<file path="src/rtl/alu_pkg.sv">
// -----------------------------------------------------------------------------
// alu_pkg
// Shared definitions for the ALU sequencing controller:
//   - default widths (DATA_W_DEF, OPC_W_DEF)
//   - opcode values OP_NOP .. OP_CLC (0xC-0xF are illegal)
//   - FSM state encoding (state_t)
//   - ALU sub-op codes for alu_sel_1 (logic group)
//   - alu_sel_t: the bundle of ALU select lines driven by the controller
// Optional feature macro used by alu_ctrl: ZERO_FLAG_EN.
// -----------------------------------------------------------------------------
package alu_pkg;

    localparam int DATA_W_DEF = 8;
    localparam int OPC_W_DEF  = 4;

    localparam logic [3:0] OP_NOP = 4'h0;
    localparam logic [3:0] OP_ADD = 4'h1;
    localparam logic [3:0] OP_ADC = 4'h2;
    localparam logic [3:0] OP_SUB = 4'h3;
    localparam logic [3:0] OP_AND = 4'h4;
    localparam logic [3:0] OP_OR  = 4'h5;
    localparam logic [3:0] OP_XOR = 4'h6;
    localparam logic [3:0] OP_NOT = 4'h7;
    localparam logic [3:0] OP_SHR = 4'h8;
    localparam logic [3:0] OP_SHL = 4'h9;
    localparam logic [3:0] OP_LDA = 4'hA;
    localparam logic [3:0] OP_CLC = 4'hB;

    typedef enum logic [1:0] {
        ST_IDLE = 2'd0,
        ST_EXEC = 2'd1,
        ST_DONE = 2'd2
    } state_t;

    // alu_sel_1 codes; arithmetic ops use 00 with alu_sel_0 = 0
    localparam logic [1:0] SEL1_AND = 2'b00;
    localparam logic [1:0] SEL1_OR  = 2'b01;
    localparam logic [1:0] SEL1_XOR = 2'b10;
    localparam logic [1:0] SEL1_NOT = 2'b11;

    typedef struct packed {
        logic       cf_sel;
        logic       alu_sel_0;
        logic [1:0] alu_sel_1;
        logic       inv_sel;
        logic       shftr_sel;
        logic       shftl_sel;
    } alu_sel_t;

    localparam alu_sel_t SEL_NONE = '0;

endpackage

</file>
<file path="src/rtl/alu_ctrl_dec.sv">
// -----------------------------------------------------------------------------
// alu_ctrl_dec
// Purely combinational opcode decoder.
// Ports:
//   opcode_i    in   OPC_W   opcode to decode
//   sel_o       out  struct  ALU select bundle for this opcode
//   wr_acc_o    out  1       accumulator takes the ALU result
//   wr_carry_o  out  1       carry flag takes the ALU carry out
//   ld_imm_o    out  1       accumulator takes the immediate (LDA)
//   clr_c_o     out  1       carry flag is cleared (CLC)
//   illegal_o   out  1       opcode is not defined
// -----------------------------------------------------------------------------
module alu_ctrl_dec
    import alu_pkg::*;
#(
    parameter int OPC_W = OPC_W_DEF
) (
    input  logic [OPC_W-1:0] opcode_i,
    output alu_sel_t         sel_o,
    output logic             wr_acc_o,
    output logic             wr_carry_o,
    output logic             ld_imm_o,
    output logic             clr_c_o,
    output logic             illegal_o
);

    always_comb begin
        sel_o      = SEL_NONE;
        wr_acc_o   = 1'b0;
        wr_carry_o = 1'b0;
        ld_imm_o   = 1'b0;
        clr_c_o    = 1'b0;
        illegal_o  = 1'b0;
        case (opcode_i)
            OP_NOP: ;
            OP_ADD: begin
                wr_acc_o   = 1'b1;
                wr_carry_o = 1'b1;
            end
            OP_ADC: begin
                sel_o.cf_sel = 1'b1;
                wr_acc_o     = 1'b1;
                wr_carry_o   = 1'b1;
            end
            // Subtract is add of the inverted operand with the carry flag as carry-in
            OP_SUB: begin
                sel_o.cf_sel  = 1'b1;
                sel_o.inv_sel = 1'b1;
                wr_acc_o      = 1'b1;
                wr_carry_o    = 1'b1;
            end
            OP_AND: begin
                sel_o.alu_sel_0 = 1'b1;
                sel_o.alu_sel_1 = SEL1_AND;
                wr_acc_o        = 1'b1;
            end
            OP_OR: begin
                sel_o.alu_sel_0 = 1'b1;
                sel_o.alu_sel_1 = SEL1_OR;
                wr_acc_o        = 1'b1;
            end
            OP_XOR: begin
                sel_o.alu_sel_0 = 1'b1;
                sel_o.alu_sel_1 = SEL1_XOR;
                wr_acc_o        = 1'b1;
            end
            OP_NOT: begin
                sel_o.alu_sel_0 = 1'b1;
                sel_o.alu_sel_1 = SEL1_NOT;
                wr_acc_o        = 1'b1;
            end
            OP_SHR: begin
                sel_o.shftr_sel = 1'b1;
                wr_acc_o        = 1'b1;
                wr_carry_o      = 1'b1;
            end
            OP_SHL: begin
                sel_o.shftl_sel = 1'b1;
                wr_acc_o        = 1'b1;
                wr_carry_o      = 1'b1;
            end
            OP_LDA:  ld_imm_o  = 1'b1;
            OP_CLC:  clr_c_o   = 1'b1;
            default: illegal_o = 1'b1;
        endcase
    end

endmodule

</file>
<file path="src/rtl/alu_ctrl.sv">
// -----------------------------------------------------------------------------
// alu_ctrl
// Sequencing controller on the driving side of the ALU select interface.
// One instruction per valid/ready handshake; IDLE -> EXEC -> DONE -> IDLE.
//
// Handshake: an instruction transfers on a rising edge where instr_valid_i and
// instr_ready_o are both 1. instr_ready_o is 1 only in IDLE; instr_valid_i is
// ignored in any other state, so a held valid is taken on the next IDLE cycle.
//
// Ports:
//   clk_i, rst_n_i          clock (rising edge), async active-low reset
//   instr_valid_i/ready_o   instruction handshake
//   opcode_i, imm_i         instruction, sampled on handshake
//   alu_result_i, cf_i      ALU result and carry out (combinational)
//   cf_sel_o, alu_sel_0_o, alu_sel_1_o, inv_sel_o, shftr_sel_o, shftl_sel_o
//                           ALU selects, driven only during EXEC
//   oprnd_0_o, oprnd_1_o    accumulator and latched immediate
//   acc_o, carry_o, zf_o    architectural registers
//   done_o, err_o           one-cycle retire pulse / illegal-opcode pulse
//   dbg_state_o             current FSM state
// Macro ZERO_FLAG_EN: when defined, zf_o is a register updated with every
// accumulator write; otherwise zf_o is tied to 0.
// -----------------------------------------------------------------------------
module alu_ctrl
    import alu_pkg::*;
#(
    parameter int DATA_W = DATA_W_DEF,
    parameter int OPC_W  = OPC_W_DEF
) (
    input  logic              clk_i,
    input  logic              rst_n_i,
    input  logic              instr_valid_i,
    output logic              instr_ready_o,
    input  logic [OPC_W-1:0]  opcode_i,
    input  logic [DATA_W-1:0] imm_i,
    input  logic [DATA_W-1:0] alu_result_i,
    input  logic              cf_i,
    output logic              cf_sel_o,
    output logic              alu_sel_0_o,
    output logic [1:0]        alu_sel_1_o,
    output logic              inv_sel_o,
    output logic              shftr_sel_o,
    output logic              shftl_sel_o,
    output logic [DATA_W-1:0] oprnd_0_o,
    output logic [DATA_W-1:0] oprnd_1_o,
    output logic [DATA_W-1:0] acc_o,
    output logic              carry_o,
    output logic              zf_o,
    output logic              done_o,
    output logic              err_o,
    output logic [1:0]        dbg_state_o
);

    state_t            r_state;
    alu_sel_t          r_sel;
    logic [DATA_W-1:0] r_acc;
    logic [DATA_W-1:0] r_imm;
    logic              r_carry;
    logic              r_wr_acc;
    logic              r_wr_carry;
    logic              r_ld_imm;
    logic              r_clr_c;
    logic              r_illegal;
    logic              r_done;
    logic              r_err;

    alu_sel_t          w_dec_sel;
    logic              w_dec_wr_acc;
    logic              w_dec_wr_carry;
    logic              w_dec_ld_imm;
    logic              w_dec_clr_c;
    logic              w_dec_illegal;
    logic              w_acc_we;
    logic [DATA_W-1:0] w_acc_next;

    alu_ctrl_dec #(.OPC_W(OPC_W)) u_dec (
        .opcode_i   (opcode_i),
        .sel_o      (w_dec_sel),
        .wr_acc_o   (w_dec_wr_acc),
        .wr_carry_o (w_dec_wr_carry),
        .ld_imm_o   (w_dec_ld_imm),
        .clr_c_o    (w_dec_clr_c),
        .illegal_o  (w_dec_illegal)
    );

    // The accumulator value committed at the end of EXEC
    assign w_acc_we   = r_wr_acc | r_ld_imm;
    assign w_acc_next = r_ld_imm ? r_imm : alu_result_i;

    always_ff @(posedge clk_i or negedge rst_n_i) begin
        if (!rst_n_i) begin
            r_state    <= ST_IDLE;
            r_sel      <= SEL_NONE;
            r_acc      <= '0;
            r_imm      <= '0;
            r_carry    <= 1'b0;
            r_wr_acc   <= 1'b0;
            r_wr_carry <= 1'b0;
            r_ld_imm   <= 1'b0;
            r_clr_c    <= 1'b0;
            r_illegal  <= 1'b0;
            r_done     <= 1'b0;
            r_err      <= 1'b0;
        end else begin
            r_done <= 1'b0;
            r_err  <= 1'b0;
            case (r_state)
                ST_IDLE: begin
                    if (instr_valid_i) begin
                        r_imm      <= imm_i;
                        r_sel      <= w_dec_sel;
                        r_wr_acc   <= w_dec_wr_acc;
                        r_wr_carry <= w_dec_wr_carry;
                        r_ld_imm   <= w_dec_ld_imm;
                        r_clr_c    <= w_dec_clr_c;
                        r_illegal  <= w_dec_illegal;
                        r_state    <= ST_EXEC;
                    end
                end
                ST_EXEC: begin
                    if (w_acc_we) begin
                        r_acc <= w_acc_next;
                    end
                    if (r_wr_carry) begin
                        r_carry <= cf_i;
                    end else if (r_clr_c) begin
                        r_carry <= 1'b0;
                    end
                    r_sel   <= SEL_NONE;
                    r_done  <= 1'b1;
                    r_err   <= r_illegal;
                    r_state <= ST_DONE;
                end
                ST_DONE: r_state <= ST_IDLE;
                default: r_state <= ST_IDLE;
            endcase
        end
    end

`ifdef ZERO_FLAG_EN
    logic r_zf;

    always_ff @(posedge clk_i or negedge rst_n_i) begin
        if (!rst_n_i) begin
            r_zf <= 1'b0;
        end else if (r_state == ST_EXEC && w_acc_we) begin
            r_zf <= (w_acc_next == '0);
        end
    end

    assign zf_o = r_zf;
`else
    assign zf_o = 1'b0;
`endif

    assign instr_ready_o = (r_state == ST_IDLE);
    assign cf_sel_o      = r_sel.cf_sel;
    assign alu_sel_0_o   = r_sel.alu_sel_0;
    assign alu_sel_1_o   = r_sel.alu_sel_1;
    assign inv_sel_o     = r_sel.inv_sel;
    assign shftr_sel_o   = r_sel.shftr_sel;
    assign shftl_sel_o   = r_sel.shftl_sel;
    assign oprnd_0_o     = r_acc;
    assign oprnd_1_o     = r_imm;
    assign acc_o         = r_acc;
    assign carry_o       = r_carry;
    assign done_o        = r_done;
    assign err_o         = r_err;
    assign dbg_state_o   = r_state;

endmodule

</file>
<file path="config.mk">
export PLATFORM = sky130hd
export DESIGN_NAME = alu_ctrl
export DESIGN_NICKNAME = d
export VERILOG_FILES = /design/src/rtl/alu_pkg.sv /design/src/rtl/alu_ctrl_dec.sv /design/src/rtl/alu_ctrl.sv
export SDC_FILE = /design/constraint.sdc
export NUM_CORES = 1
export LEC_CHECK = 0
export CAP_MARGIN = 20
export CORE_MARGIN = 8
export CORE_UTILIZATION = 42
export DETAILED_ROUTE_END_ITERATION = 8
export PLACE_DENSITY = 0.79
export SKIP_CTS_REPAIR_TIMING = 1
export SKIP_LAST_GASP = 1
export SYNTH_ARGS = -nofsm -noshare
export SYNTH_HDL_FRONTEND = slang
export SYNTH_SLANG_ARGS = --single-unit
</file>
<file path="constraint.sdc">
create_clock -name clk_i -period 1.9 [get_ports clk_i]
set_clock_uncertainty 0.15 [all_clocks]
set_input_delay 0.19 -clock clk_i [delete_from_list [all_inputs] [get_ports clk_i]]
set_output_delay 0.19 -clock clk_i [all_outputs]
set_load 0.02 [all_outputs]
</file>
# [After elaboration in Yosys (flattened, before gate mapping)]
# Index checks and enable logic that the tools add are counted.
[totals] ff_bits=33 output_inout_bits=38 wordCells=62
[classes] eq_ne=13 mux=19 bitwise=1 n_reduce_logical=12
[op_table] operator="$eq 4x3->1 const B" n=4
[op_table] operator="$eq 4x4->1 const B" n=4
[op_table] operator="$pmux 7 s2" n=1
[op_table] operator="$mux 1" n=13
[op_table] operator="$pmux 3 s4" n=1
[op_table] operator="$reduce_or 12->1" n=1
[op_table] operator="$reduce_or 9->1" n=1
[op_table] operator="$eq 4x2->1 const B" n=2
[op_table] operator="$mux 8" n=1
[op_table] operator="$reduce_and 2->1" n=4
[op_table] operator="$mux 7" n=1
[op_table] operator="$reduce_or 5->1" n=1
[op_table] operator="$eq 4x1->1 const B" n=1
[op_table] operator="$logic_not 4->1" n=1
[op_table] operator="$pmux 2 s2" n=1
[op_table] operator="$reduce_bool 2->1" n=2
[op_table] operator="$eq 2x1->1 const B" n=1
[op_table] operator="$logic_not 2->1" n=1
[op_table] operator="$mux 2" n=1
[op_table] operator="$ne 2x2->1 const B" n=1
[op_table] operator="$reduce_or 2->1" n=1
[op_table] operator="$or 1x1->1" n=1

# [Logic depth before layout (Yosys ltp)]
[logic_depth] word_depth=5 mapped_depth=5

# [By module]
# Synthesis repeated with hierarchy kept, for this count alone.
[hier_totals] cells_unflattened=124 area_unflattened_um2=1595.3
[by_module_without_submodules] mod="alu_ctrl" instances=1 cells_each=108 area_each_um2=1471.4 seq_area_each_um2=825.8
[by_module_without_submodules] mod="alu_ctrl_dec" instances=1 cells_each=16 area_each_um2=123.9 seq_area_each_um2=0.0

# [Worst setup path before layout]
# No wires, ideal clock.
[synth_timing] kind="register to register" from="register r_state[1], in the netlist dbg_state_o[1]" to="register r_acc[0], in the netlist acc_o[0]" setup_ps=125 arrival_ps=1363 setup_slack_ps=263 stages_incl_launch_ff=4 n_path_buf=0 period_less_slack_ps=1637 cell_sequence="dfrtp_1 nand2b_2 nor2_2 mux2_2"
[synth_between] elab_chain_len=2
[synth_rtl] item="start: declaration" line="alu_ctrl.sv:54" text="state_t r_state;"
[synth_rtl] item="start signal: assignment" line="alu_ctrl.sv:92" text="r_state <= ST_IDLE;"
[synth_rtl] item="start signal: assignment" line="alu_ctrl.sv:117" text="r_state <= ST_EXEC;"
[synth_rtl] item="start signal: assignment" line="alu_ctrl.sv:132" text="r_state <= ST_DONE;"
[synth_rtl] item="$eq 2x1->1" line="alu_ctrl.sv:107" text="case (r_state)"
[synth_rtl] item="$reduce_and 2->1 (no source line)"
[synth_rtl] item="end signal: assignment" line="alu_ctrl.sv:122" text="r_acc <= w_acc_next;"
[synth_rtl] item="end: declaration" line="alu_ctrl.sv:56" text="logic [DATA_W-1:0] r_acc;"
# Every way passes these cells.
# A chain may end at the register's enable or synchronous reset.

# [Final worst setup path]
[layout_timing] from="register r_state[0], in the netlist dbg_state_o[0]" to="output dbg_state_o[0]"
[layout_lines] item="end: declaration" line="alu_ctrl.sv:51" text="output logic [1:0] dbg_state_o"
# No word-level cell between the ends.

==> Implementation_results.wiki <==
{| class="wikitable"
! Metric !! Value
|-
| Result of the run || complete, no violations
|-
| Final core utilization || 0.639
|-
| Post-Synth Adder-Cell Area || 0
|-
| Critical Path Slowest Stage Cell || clkdlybuf4s50_1
|-
| Worst path top cell family by delay || buffers and inverters
|-
| I/O pin count || 62
|-
| Total instance count after detailed placement || 231
|-
| Antenna violations before repair || 0
|-
| Post-synthesis simple-gate area fraction || 0.161
|-
| Delay of the slowest critical-path stage || 0.65 ns
|-
| Filler Cells Inserted || 290
|-
| Root cell of the clock tree || clkbuf_4
|-
| Total wirelength of the detailed-routed design || 3760 um
|-
| First-pass DRT Iterations || 4
|-
| Synthesis Warnings || 0
|-
| Final total negative setup slack || 0 ns
|-
| Global-route wire length before repair || 5750 um
|-
| Endpoint class of the critical path || primary output
|-
| Post-placement cell area || 2060 um^2
|-
| Type of element launching the critical path || flip-flop
|-
| Arrival time reported for the critical path endpoint || 1.46 ns
|-
| Count of input and output buffers || 60
|-
| Syn_area_per_cell || 11.0 um^2
|-
| Synthesized-area fraction occupied by ao, oa, aoi and oai cells || 0.0629
|-
| Seq/Total Area, Yosys || 0.561
|-
| Worst-skew pair later-pin latency || 0.34 ns
|-
| Gr ovfl total || 0
|-
| Cell-by-cell listing of the critical path || clkdlybuf4s50_1
|-
| CTS clock-pin slew for the worst setup and hold paths || 0.10 ns
|-
| Overall power || 2.74 mW
|-
| Max Slew Vio Count || 0
|-
| RSZ-0062 raised after global routing || no
|-
| Largest family of logic cells by synthesized area || simple AND/OR/NAND/NOR gates
|-
| Area of all placed cells without fillers || 2150 um^2
|-
| Maximum clock path buffer count || 2
|-
| Final setup viols || 0
|-
| Largest net degree at the start of global routing || 34
|-
| Post-Synth XOR/XNOR Area || 0
|-
| Largest fanout on the critical path || 5
|-
| Average routed wire per standard cell || 15.7 um
|-
| Number of storage elements in the synthesis netlist || 33
|-
| Die outline area || 5660 um^2
|-
| H-tree depth reported by CTS || 2
|-
| MaxCap Viol Count || 0
|-
| Nets@finish || 216
|-
| Starting density of the core || 0.438
|-
| Net count of the mapped netlist || 158
|-
| Core Box Area || 3360 um^2
|-
| Predominant post-synthesis flop cell || dfrtp_1
|-
| Vertical extent of the die || 75.2 um
|-
| Post-Place Worst Slack || 0.0637 ns
|-
| Mux share of post-synthesis cell area || 0.130
|-
| Crit path setup slack, layout || 0.0994 ns
|-
| Weighted congestion at the end of routability-driven global placement || 0.888
|-
| Non-filler cells in the finished layout || 239
|-
| Remaining number of nets flagged by the antenna check after routing || 0
|-
| Violation count after the first detailed-routing iteration || 66
|-
| Final worst path period need || 1.80 ns
|-
| All-Layer GR Usage || 0.136
|-
| Total number of placement rows || 21
|-
| Num CTS Buffers || 5
|-
| Die width || 75.2 um
|-
| Path class of the lowest-slack min-delay path || in2async
|-
| DRC || 0
|-
| Power per Cell Area || 1270 nW/um^2
|-
| Vias after detailed routing || 1156
|-
| Count of cell types in the netlist || 27
|-
| Reg2reg setup slack || 0.22 ns
|-
| Final Hold Fails || 0
|-
| Asr flop ratio synth || 1.00
|-
| Sink count of the clock tree || 33
|-
| Synthesized cell area || 1470 um^2
|-
| Syn-to-layout area delta || 46.0%
|-
| Worst hold slack after final layout || 0.0836 ns
|-
| Clock tree from TritonCTS || done
|-
| DP Wirelength || 2910 um
|-
| Via count normalized by instance count || 4.84
|-
| Number of synthesized flops with an enable pin || 0
|-
| Synth Instances || 134
|-
| Critical path class || reg2out
|-
| Number of global-route vias before repair || 1193
|-
| Worst endpoint required time || 1.56 ns
|-
| Fraction of final layout cells with drive strength greater than 1 || 0.176
|-
| Number of buffers and inverters on the critical path || 1
|-
| Part of the cycle the worst path needs || 0.948
|-
| Diodes inserted || 0
|-
| Worst-case vdd ir drop || 0.000550 V
|-
| Leakage || 0.983 nW
|-
| Max Freq || 555 MHz
|}
==> sequential cells by signal, indices dropped and copies added, names as in the netlist <==
signal,cells
alu_sel_1_o,2
acc_o,8
done_o,1
r_ld_imm,1
shftr_sel_o,1
r_clr_c,1
carry_o,1
inv_sel_o,1
cf_sel_o,1
err_o,1
r_illegal,1
oprnd_1_o,8
r_wr_acc,1
shftl_sel_o,1
dbg_state_o,2
alu_sel_0_o,1
r_wr_carry,1
==> layout by cell type (no fill, tap or decap), types with 2 or more instances in the layout <==
cell and instances:
nand3_1 6, inv_1 3, clkdlybuf4s50_1 59, buf_4 5
dfrtp_1 33, nand2_1 35, o21ai_0 4, clkbuf_4 5
nor2_1 4, o31ai_1 2, mux2_2 17, a32o_1 2
==> final timing paths <==
kind	startpoint	end	depth (start not counted)
setup / recovery	dbg_state_o[0]	dbg_state_o[0]	1
hold / removal	rst_n_i	acc_o[3]	2
setup reg to reg	dbg_state_o[1]	acc_o[4]	3
hold reg to reg	r_clr_c	r_clr_c	2
max in group asynchronous	rst_n_i	shftl_sel_o	2
min in group clk_i	imm_i[0]	oprnd_1_o[0]	3
==> power breakdown <==
part           switching, mW  internal (mW)  total [mW]
logic                  0.583          0.601        1.18
clock network          0.226          0.314       0.540
registers              0.136          0.876        1.01
==> synth_stat cells, types with 2 or more instances <==
master   instances  area (um^2)
a32o_1           2         20.0
buf_4           10         75.1
buf_6            2         22.5
dfrtp_1         33          826
inv_1            3         11.3
mux2_2          17          191
nand2_1         35          131
nand3_1          6         30.0
nor2_1           4         15.0
o21ai_0          4         20.0
o31ai_1          2         15.0
==> cells by family (layout without fill, tap and decap cells) <==
| logic type | Yosys count | in the layout |
|---|---|---|
| AO/OA/AOI/OAI | 13 | 13 |
| buffers and inverters | 18 | 77 |
| flip-flops | 33 | 33 |
| multiplexers | 17 | 17 |
| other | 1 | 1 |
| AND/OR/NAND/NOR | 52 | 52 |
==> per-layer routing <==
metal,global-route usage,vias to the layer above,wire length (um)
li1,-,556,-
met1,0.155,551,1510
met2,0.219,43,1850
met3,0.0599,6,341
met4,0.0512,0,55
met5,0,-,0
==> cell type report <==
class / instances / area, um^2 / area share
clock buffers: 7 / 55.1 / 0.0256
well taps: 46 / 57.6 / 0.0268
flip-flops and latches: 33 / 826 / 0.384
clock inverters: 1 / 30.0 / 0.0140
multi-input cells: 83 / 526 / 0.244
repair buffers: 65 / 641 / 0.298
inverters: 4 / 15.0 / 0.00698
No activity file was read; power rests on OpenSTA's default activity.
